### src/rtl/mips_multicycle_core.sv
// Multi-cycle MIPS32 core with a single shared memory port (req/ready).
// Supports add/sub/and/or/slt, addi, lw, sw, beq and j.
// Optional feature macro: PERF_CNT_EN adds cycle_count and instret_count outputs.
//
// state    | meaning
// ---------+-----------------------------------------------------------
// S_FETCH  | read instruction at PC; on ready latch IR and advance PC
// S_DECODE | read rs/rt into A/B, precompute branch target into ALUOut
// S_EXEC   | ALU operation, or resolve beq/j and retire
// S_MEM    | lw/sw data access at ALUOut; misaligned address halts
// S_WB     | write ALUOut or MDR to the destination GPR and retire
// S_HALT   | bus idle, halted=1; only reset leaves this state
module mips_multicycle_core #(
    parameter logic [31:0] RESET_PC        = 32'h0000_0000,
    parameter bit          HALT_ON_ILLEGAL = 1'b1
) (
    input  logic        clk,
    input  logic        reset,
    output logic        mem_req,
    output logic        mem_we,
    output logic [31:0] mem_addr,
    output logic [31:0] mem_wdata,
    input  logic [31:0] mem_rdata,
    input  logic        mem_ready,
    output logic [31:0] pc_out,
    output logic        halted,
    output logic        retire
`ifdef PERF_CNT_EN
    ,
    output logic [31:0] cycle_count,
    output logic [31:0] instret_count
`endif
);

    typedef enum logic [2:0] {
        S_FETCH,
        S_DECODE,
        S_EXEC,
        S_MEM,
        S_WB,
        S_HALT
    } state_t;

    state_t      state;
    state_t      state_next;

    logic [31:0] pc;
    logic [31:0] ir;
    logic [31:0] mdr;
    logic [31:0] a_reg;
    logic [31:0] b_reg;
    logic [31:0] alu_out;
    logic [31:0] gpr [32];

    logic [5:0]  opcode;
    logic [4:0]  rs;
    logic [4:0]  rt;
    logic [4:0]  rd;
    logic [5:0]  funct;
    logic [31:0] imm_sext;
    logic        op_r;
    logic        op_addi;
    logic        op_lw;
    logic        op_sw;
    logic        op_beq;
    logic        op_j;
    logic        funct_ok;
    logic        legal;
    logic [4:0]  wb_dst;
    logic [31:0] alu_res;
    logic        mem_done;

    assign opcode   = ir[31:26];
    assign rs       = ir[25:21];
    assign rt       = ir[20:16];
    assign rd       = ir[15:11];
    assign funct    = ir[5:0];
    assign imm_sext = {{16{ir[15]}}, ir[15:0]};

    assign op_r     = (opcode == 6'h00);
    assign op_addi  = (opcode == 6'h08);
    assign op_lw    = (opcode == 6'h23);
    assign op_sw    = (opcode == 6'h2B);
    assign op_beq   = (opcode == 6'h04);
    assign op_j     = (opcode == 6'h02);
    assign funct_ok = (funct == 6'h20) || (funct == 6'h22) || (funct == 6'h24) ||
                      (funct == 6'h25) || (funct == 6'h2A);
    assign legal    = (op_r && funct_ok) || op_addi || op_lw || op_sw || op_beq || op_j;

    // R-type results go to rd, addi/lw results to rt.
    assign wb_dst   = op_r ? rd : rt;
    assign mem_done = mem_req && mem_ready;

    assign pc_out   = pc;
    assign halted   = (state == S_HALT);

    // ALU: R-type function, otherwise A + sign-extended immediate (addi, lw/sw address).
    always_comb begin
        alu_res = a_reg + imm_sext;
        if (op_r) begin
            case (funct)
                6'h22:   alu_res = a_reg - b_reg;
                6'h24:   alu_res = a_reg & b_reg;
                6'h25:   alu_res = a_reg | b_reg;
                6'h2A:   alu_res = {31'd0, $signed(a_reg) < $signed(b_reg)};
                default: alu_res = a_reg + b_reg;
            endcase
        end
    end

    // State register.
    always_ff @(posedge clk or negedge reset) begin
        if (!reset) begin
            state <= S_FETCH;
        end else begin
            state <= state_next;
        end
    end

    // Next-state, bus outputs and retire; the bus is forced idle while reset is held
    // so an in-flight request drops in the same cycle reset asserts.
    always_comb begin
        state_next = state;
        mem_req    = 1'b0;
        mem_we     = 1'b0;
        mem_addr   = 32'd0;
        mem_wdata  = 32'd0;
        retire     = 1'b0;
        case (state)
            S_FETCH: begin
                mem_req  = 1'b1;
                mem_addr = pc;
                if (mem_ready) begin
                    state_next = S_DECODE;
                end
            end
            S_DECODE: begin
                if (legal) begin
                    state_next = S_EXEC;
                end else if (HALT_ON_ILLEGAL) begin
                    state_next = S_HALT;
                end else begin
                    retire     = 1'b1;
                    state_next = S_FETCH;
                end
            end
            S_EXEC: begin
                if (op_beq || op_j) begin
                    retire     = 1'b1;
                    state_next = S_FETCH;
                end else if (op_lw || op_sw) begin
                    state_next = S_MEM;
                end else begin
                    state_next = S_WB;
                end
            end
            S_MEM: begin
                if (alu_out[1:0] != 2'b00) begin
                    state_next = S_HALT;
                end else begin
                    mem_req   = 1'b1;
                    mem_we    = op_sw;
                    mem_addr  = alu_out;
                    mem_wdata = op_sw ? b_reg : 32'd0;
                    if (mem_ready) begin
                        if (op_sw) begin
                            retire     = 1'b1;
                            state_next = S_FETCH;
                        end else begin
                            state_next = S_WB;
                        end
                    end
                end
            end
            S_WB: begin
                retire     = 1'b1;
                state_next = S_FETCH;
            end
            S_HALT: begin
                state_next = S_HALT;
            end
            default: begin
                state_next = S_HALT;
            end
        endcase
        if (!reset) begin
            mem_req   = 1'b0;
            mem_we    = 1'b0;
            mem_addr  = 32'd0;
            mem_wdata = 32'd0;
            retire    = 1'b0;
        end
    end

    // Datapath registers and register file, updated according to the current state.
    always_ff @(posedge clk or negedge reset) begin
        if (!reset) begin
            pc      <= RESET_PC;
            ir      <= 32'd0;
            mdr     <= 32'd0;
            a_reg   <= 32'd0;
            b_reg   <= 32'd0;
            alu_out <= 32'd0;
            for (int i = 0; i < 32; i++) begin
                gpr[i] <= 32'd0;
            end
        end else begin
            case (state)
                S_FETCH: begin
                    if (mem_done) begin
                        ir <= mem_rdata;
                        pc <= pc + 32'd4;
                    end
                end
                S_DECODE: begin
                    a_reg   <= gpr[rs];
                    b_reg   <= gpr[rt];
                    alu_out <= pc + {imm_sext[29:0], 2'b00};
                end
                S_EXEC: begin
                    if (op_beq) begin
                        if (a_reg == b_reg) begin
                            pc <= alu_out;
                        end
                    end else if (op_j) begin
                        pc <= {pc[31:28], ir[25:0], 2'b00};
                    end else begin
                        alu_out <= alu_res;
                    end
                end
                S_MEM: begin
                    if (mem_done && op_lw) begin
                        mdr <= mem_rdata;
                    end
                end
                S_WB: begin
                    // $0 is never written, so it always reads back as zero.
                    if (wb_dst != 5'd0) begin
                        gpr[wb_dst] <= op_lw ? mdr : alu_out;
                    end
                end
                default: begin
                end
            endcase
        end
    end

`ifdef PERF_CNT_EN
    // Free-running cycle counter and retired-instruction counter.
    always_ff @(posedge clk or negedge reset) begin
        if (!reset) begin
            cycle_count   <= 32'd0;
            instret_count <= 32'd0;
        end else begin
            cycle_count <= cycle_count + 32'd1;
            if (retire) begin
                instret_count <= instret_count + 32'd1;
            end
        end
    end
`endif

endmodule
### config.mk
export PLATFORM = sky130hd
export DESIGN_NAME = mips_multicycle_core
export DESIGN_NICKNAME = d
export VERILOG_FILES = /design/src/rtl/mips_multicycle_core.sv
export SDC_FILE = /design/constraint.sdc
export NUM_CORES = 2
export LEC_CHECK = 0
export BUFFER_PORTS_ARGS = -buffer_cell sky130_fd_sc_hd__buf_2
export CORE_ASPECT_RATIO = 1.4
export CORE_MARGIN = 2
export CORE_UTILIZATION = 45
export CTS_BUF_LIST = sky130_fd_sc_hd__clkbuf_16
export DETAILED_ROUTE_END_ITERATION = 10
export PLACE_DENSITY = 0.62
export SLEW_MARGIN = 40
export SYNTH_ARGS = -nofsm -noshare
export SYNTH_HDL_FRONTEND = slang
export SYNTH_SLANG_ARGS = --single-unit
### constraint.sdc
create_clock -name clk -period 3.84 [get_ports clk]
set_input_delay 0.192 -clock clk [delete_from_list [all_inputs] [get_ports clk]]
set_output_delay 0.192 -clock clk [all_outputs]
set_load 0.02 [all_outputs]
==> qor_table.md <==
| Quantity | Value |
|---|---|
| Run status | complete, no violations |
| Met3 routed WL | 14700 µm |
| Sequential-to-total area share from yosys stat | 44.2% |
| FFs w/ async S/R, synth | 100% |
| Startpoint type of the worst setup path | flop |
| Longest individual stage delay on the worst path | 0.45 ns |
| Post-layout nets | 6597 |
| Post-synthesis cell type count | 88 |
| Remaining antenna violation count | 0 |
| Relative contribution of combinational cells to total power | 50.4% |
| Number of standard cells after synthesis | 6411 |
| Pin count of the biggest net entering global routing | 151 |
| Post-DP HPWL | 157000 µm |
| Worst vdd ir | 0.564 mV |
| Share of post-route cells with drive strength above 1 | 22.3% |
| Portion of total power attributed to sequential cells | 31.7% |
| Ratio of routed vias to standard cells | 6.30 |
| Placement Cell Area | 0.0737 mm² |
| RSZ-0062 raised after global routing | false |
| Die extent in y | 467 µm |
| Standard-cell row count | 170 |
| Count of input and output buffers | 134 |
| Worst hold margin | 0.208 ns |
| P_leak | 33.4 nW |
| Overall power after layout | 65.6 mW |
| Design Area, Final | 0.0778 mm² |
| Synth Area in Simple Gates | 10.2% |
| Signal arrival time at the worst endpoint | 4.36 ns |
| Highest clock rate | 270 MHz |
| Largest family of logic cells by synthesized area | multiplexers |
| Avg Synthesized Cell Area | 10.8 µm² |
| Cell at the slowest stage of the critical path | dfrtp_2 |
| Syn_nets | 6607 |
| Routed length per placed instance | 27.7 µm |
| Count of yosys warnings during synthesis | 0 |
| Floorplan die area | 0.157 mm² |
| Highest routing layer actually used | met5 |
| Relative slew slack | 43.6% |
| Most frequent CP cell | nand2_1 |
| Post-route clock period utilization | 96.6% |
| Final weighted congestion in routability-driven placement | 0.964 |
| Total number of H-tree levels | 3 |
| Number of clock buffers inserted by TritonCTS | 116 |
| Critical path fanouts, max | 6 |
| Most common flop cell mapped by yosys | dfrtp_1 |
| Time the final worst path needs with I/O delays and setup | 3.71 ns |
| Slew Viols, Final | 0 |
| Psw | 27.7 mW |
| Layout filler cell count | 13374 |
| Number of remaining DRC errors | 0 |
| Bufs and invs on worst path | 2 |
| Pwr dens | 843 mW/mm² |
| Starting Density | 45.1% |
| Clock tree root buffer cell | clkbuf_16 |
| CORE AREA | 0.153 mm² |
| Area Growth Syn to Fin | 12.7% |
| Wire length of the first global-routing pass | 351000 µm |
| Share of power burned in the clock network | 17.9% |
| Die X-Extent | 335 µm |
| Type of the most critical hold path | in -> reg |
| Max Cap Violations | 0 |
| Clk_lat worst skew | 0.77 ns |
| Number of iterations in the first detailed-routing pass | 8 |
| Initial detailed-routing violation count | 4881 |
| Switching share of power | 42.2% |
| Fraction of the mapped netlist area in adder cells | 2.96% |
| Clock slew seen by the registers of the worst setup and hold paths | 0.07 ns |
| Total vias in the final route | 53398 |
| Category of the most critical setup path | reg -> reg |
| Total area of multi-input combinational cells | 0.0360 mm² |
| DRT Wirelength | 235000 µm |
| Fin Setup TNS | 0 ns |
| Clock tree from TritonCTS | yes |
| Buffers from clock root to sink, at most | 3 |
| Post-synthesis instance area | 0.0690 mm² |
| Synth Area in XOR/XNOR | 0.799% |
| Combined flip-flop and latch cell area | 0.0305 mm² |
| Number of flip-flops under the largest register name | 1024 |
| IO Pins | 135 |
| Clock tree skew after final layout | 0.0378 ns |
| Total GRT Usage | 30.1% |
| Initial antenna violation count | 7 |
| Critical path data required time | 4.49 ns |
| Overall overflow remaining after global route | 0 |
| FF+latch count, synth | 1219 |
| Count of clock tree sinks | 1219 |
| Post-synth EDFFs | 0 |
| Met2 WL | 117000 µm |
| Via count of the first global-routing pass | 53637 |
| Cell family with the largest share of critical-path delay | compound AO/OA/AOI/OAI gates |
| Critical path, cell by cell | ha_1 -> inv_1 -> fa_1 -> nor2b_1 -> o31a_1 -> o41a_1 -> o21ai_0 -> buf_4 -> o21ai_1 -> nand2_1 -> nand2_1 -> a311o_1 -> xor2_1 -> a221o_1 |
| Number of failing hold endpoints at the final stage | 0 |
| Internal | 37.9 mW |
| Slew @ Worst Pin | 0.822 ns |
| Kind of end point of the critical path | flop |
| Largest Register | gpr |
| Number of setup violations in the final report | 0 |
| DRT met1 WL | 89400 µm |
| Synth Area in Compound Gates | 14.2% |
| Multiplexer share of the synthesized area | 23.5% |
==> path summary, 6_finish.rpt <==
kind                               from     endpoint  slack [ns]  cells after the start
min reg2reg                   gpr[1021]    gpr[1021]        0.39                      0
max reg2reg                       ir[0]  alu_out[30]        0.13                     14
min in group asynchronous         reset     b_reg[3]        0.24                      3
min                        mem_rdata[8]       mdr[8]        0.21                      3
max                               ir[0]  alu_out[30]        0.13                     14
max in group asynchronous         reset     gpr[125]        2.14                      5
==> metrics by stage <==
stage | instances | setup slack [ns] | utilization, %
3_3_place_gp | 8224 | 0.0463 | 48.1
2_1_floorplan | 6411 | 0.454 | -
5_1_grt | 8480 | 0.0192 | 50.9
4_1_cts | 8477 | 0.139 | 50.9
3_5_place_dp | 8224 | 0.152 | 48.2
6_report | 8482 | 0.132 | 50.9
==> metal layers <==
layer  vias to the layer above  track usage (%)
met1                     27289             37.7
li1                      23381                -
met4                         2             15.6
met5                         -                0
met2                      2099             51.1
met3                       627             3.94
==> worst min-delay path: cells and delay by family <==
family                 cells  cell delay, ns
buffers and inverters      2            0.63
muxes                      1            0.13
==> Yosys cell counts (12+ instances only) <==
cell | count | area [µm²]
a22oi_1 | 38 | 285
buf_1 | 74 | 278
clkbuf_1 | 457 | 1720
mux2i_1 | 106 | 1060
nand4_1 | 16 | 100
and3_1 | 51 | 319
xnor2_1 | 39 | 342
dfrtp_1 | 1219 | 30500
o31ai_1 | 21 | 158
xor2_1 | 24 | 210
a2111oi_0 | 13 | 114
a221oi_1 | 15 | 131
mux4_2 | 640 | 14400
nor2_1 | 726 | 2730
nor3_1 | 37 | 185
ha_1 | 157 | 1960
a21o_1 | 31 | 233
or3_1 | 12 | 75.1
nand3_1 | 55 | 275
nor2b_1 | 16 | 100
a21oi_1 | 716 | 3580
inv_1 | 122 | 458
nor2_2 | 14 | 87.6
buf_2 | 78 | 390
o21bai_1 | 17 | 128
o211ai_1 | 24 | 180
a211oi_1 | 39 | 293
a31oi_1 | 30 | 188
o22ai_1 | 26 | 163
o21a_1 | 18 | 135
mux2_2 | 65 | 732
nand2_1 | 662 | 2480
nand2b_1 | 37 | 231
o21ai_0 | 635 | 3180
==> kinds of logic (layout without fill, tap and decap cells) <==
logic type,after synthesis,count (layout)
AOI/OAI and AO/OA,1738,1738
xor gates and xnor gates,63,63
adders and majority gates,161,161
buffers and inverters,737,827
DFF,1219,1219
muxes,811,811
other,0,3
and+or+nand+nor,1682,1682
==> placed cells by master (no fill, tap or decap), types with 12 or more instances in the layout <==
cell type / count
o211ai_1: 24
nand2_1: 658
xor2_1: 24
or3_1: 12
nor3_1: 31
a21o_1: 31
a2111oi_0: 12
o21a_1: 18
dfrtp_1: 1208
o31ai_1: 21
buf_12: 91
xnor2_1: 39
nand4_1: 16
clkinv_2: 22
a221oi_1: 15
ha_1: 157
nand2b_1: 26
o21ai_0: 634
o22ai_1: 26
a31oi_1: 30
nor2b_1: 15
mux2_2: 65
and3_1: 50
bufinv_16: 13
nand3_1: 52
a21oi_1: 716
buf_2: 133
clkbuf_16: 117
a22oi_1: 38
mux2i_2: 32
nor2_4: 19
mux2i_1: 74
a211oi_1: 38
mux4_2: 640
nor2_1: 721
inv_1: 143
clkinv_1: 31
dlygate4sd3_1: 34
buf_4: 227
o21bai_1: 17
==> repair_timing <==
action	4_1_cts	5_1_grt
endpoints found under the setup margin	0	2
endpoints found under the hold margin	741	0
resized for setup	0	3
setup buffers	0	1
hold buffers	35	0
==> power groups by stage <==
stage	Sequential (mW)	Combinational (mW)	Clock (mW)
after global routing	21.3	35.4	12.4
after global placement	20.6	32.4	0
after CTS	20.7	32.9	11.9
after detailed placement	20.9	32.7	0
final	20.8	33.1	11.8
after floorplan	19.1	22.6	0
==> final cells by class <==
class | count | area share [%]
repair buffers | 487 | 5.87
diodes | 3 | 0.00964
flip-flops and latches | 1219 | 39.2
clock buffers | 117 | 3.76
well taps | 1978 | 3.18
inverters | 122 | 0.588
multi-input cells | 4455 | 46.3
clock inverters | 101 | 1.07
No activity file was read; power rests on OpenSTA's default activity.
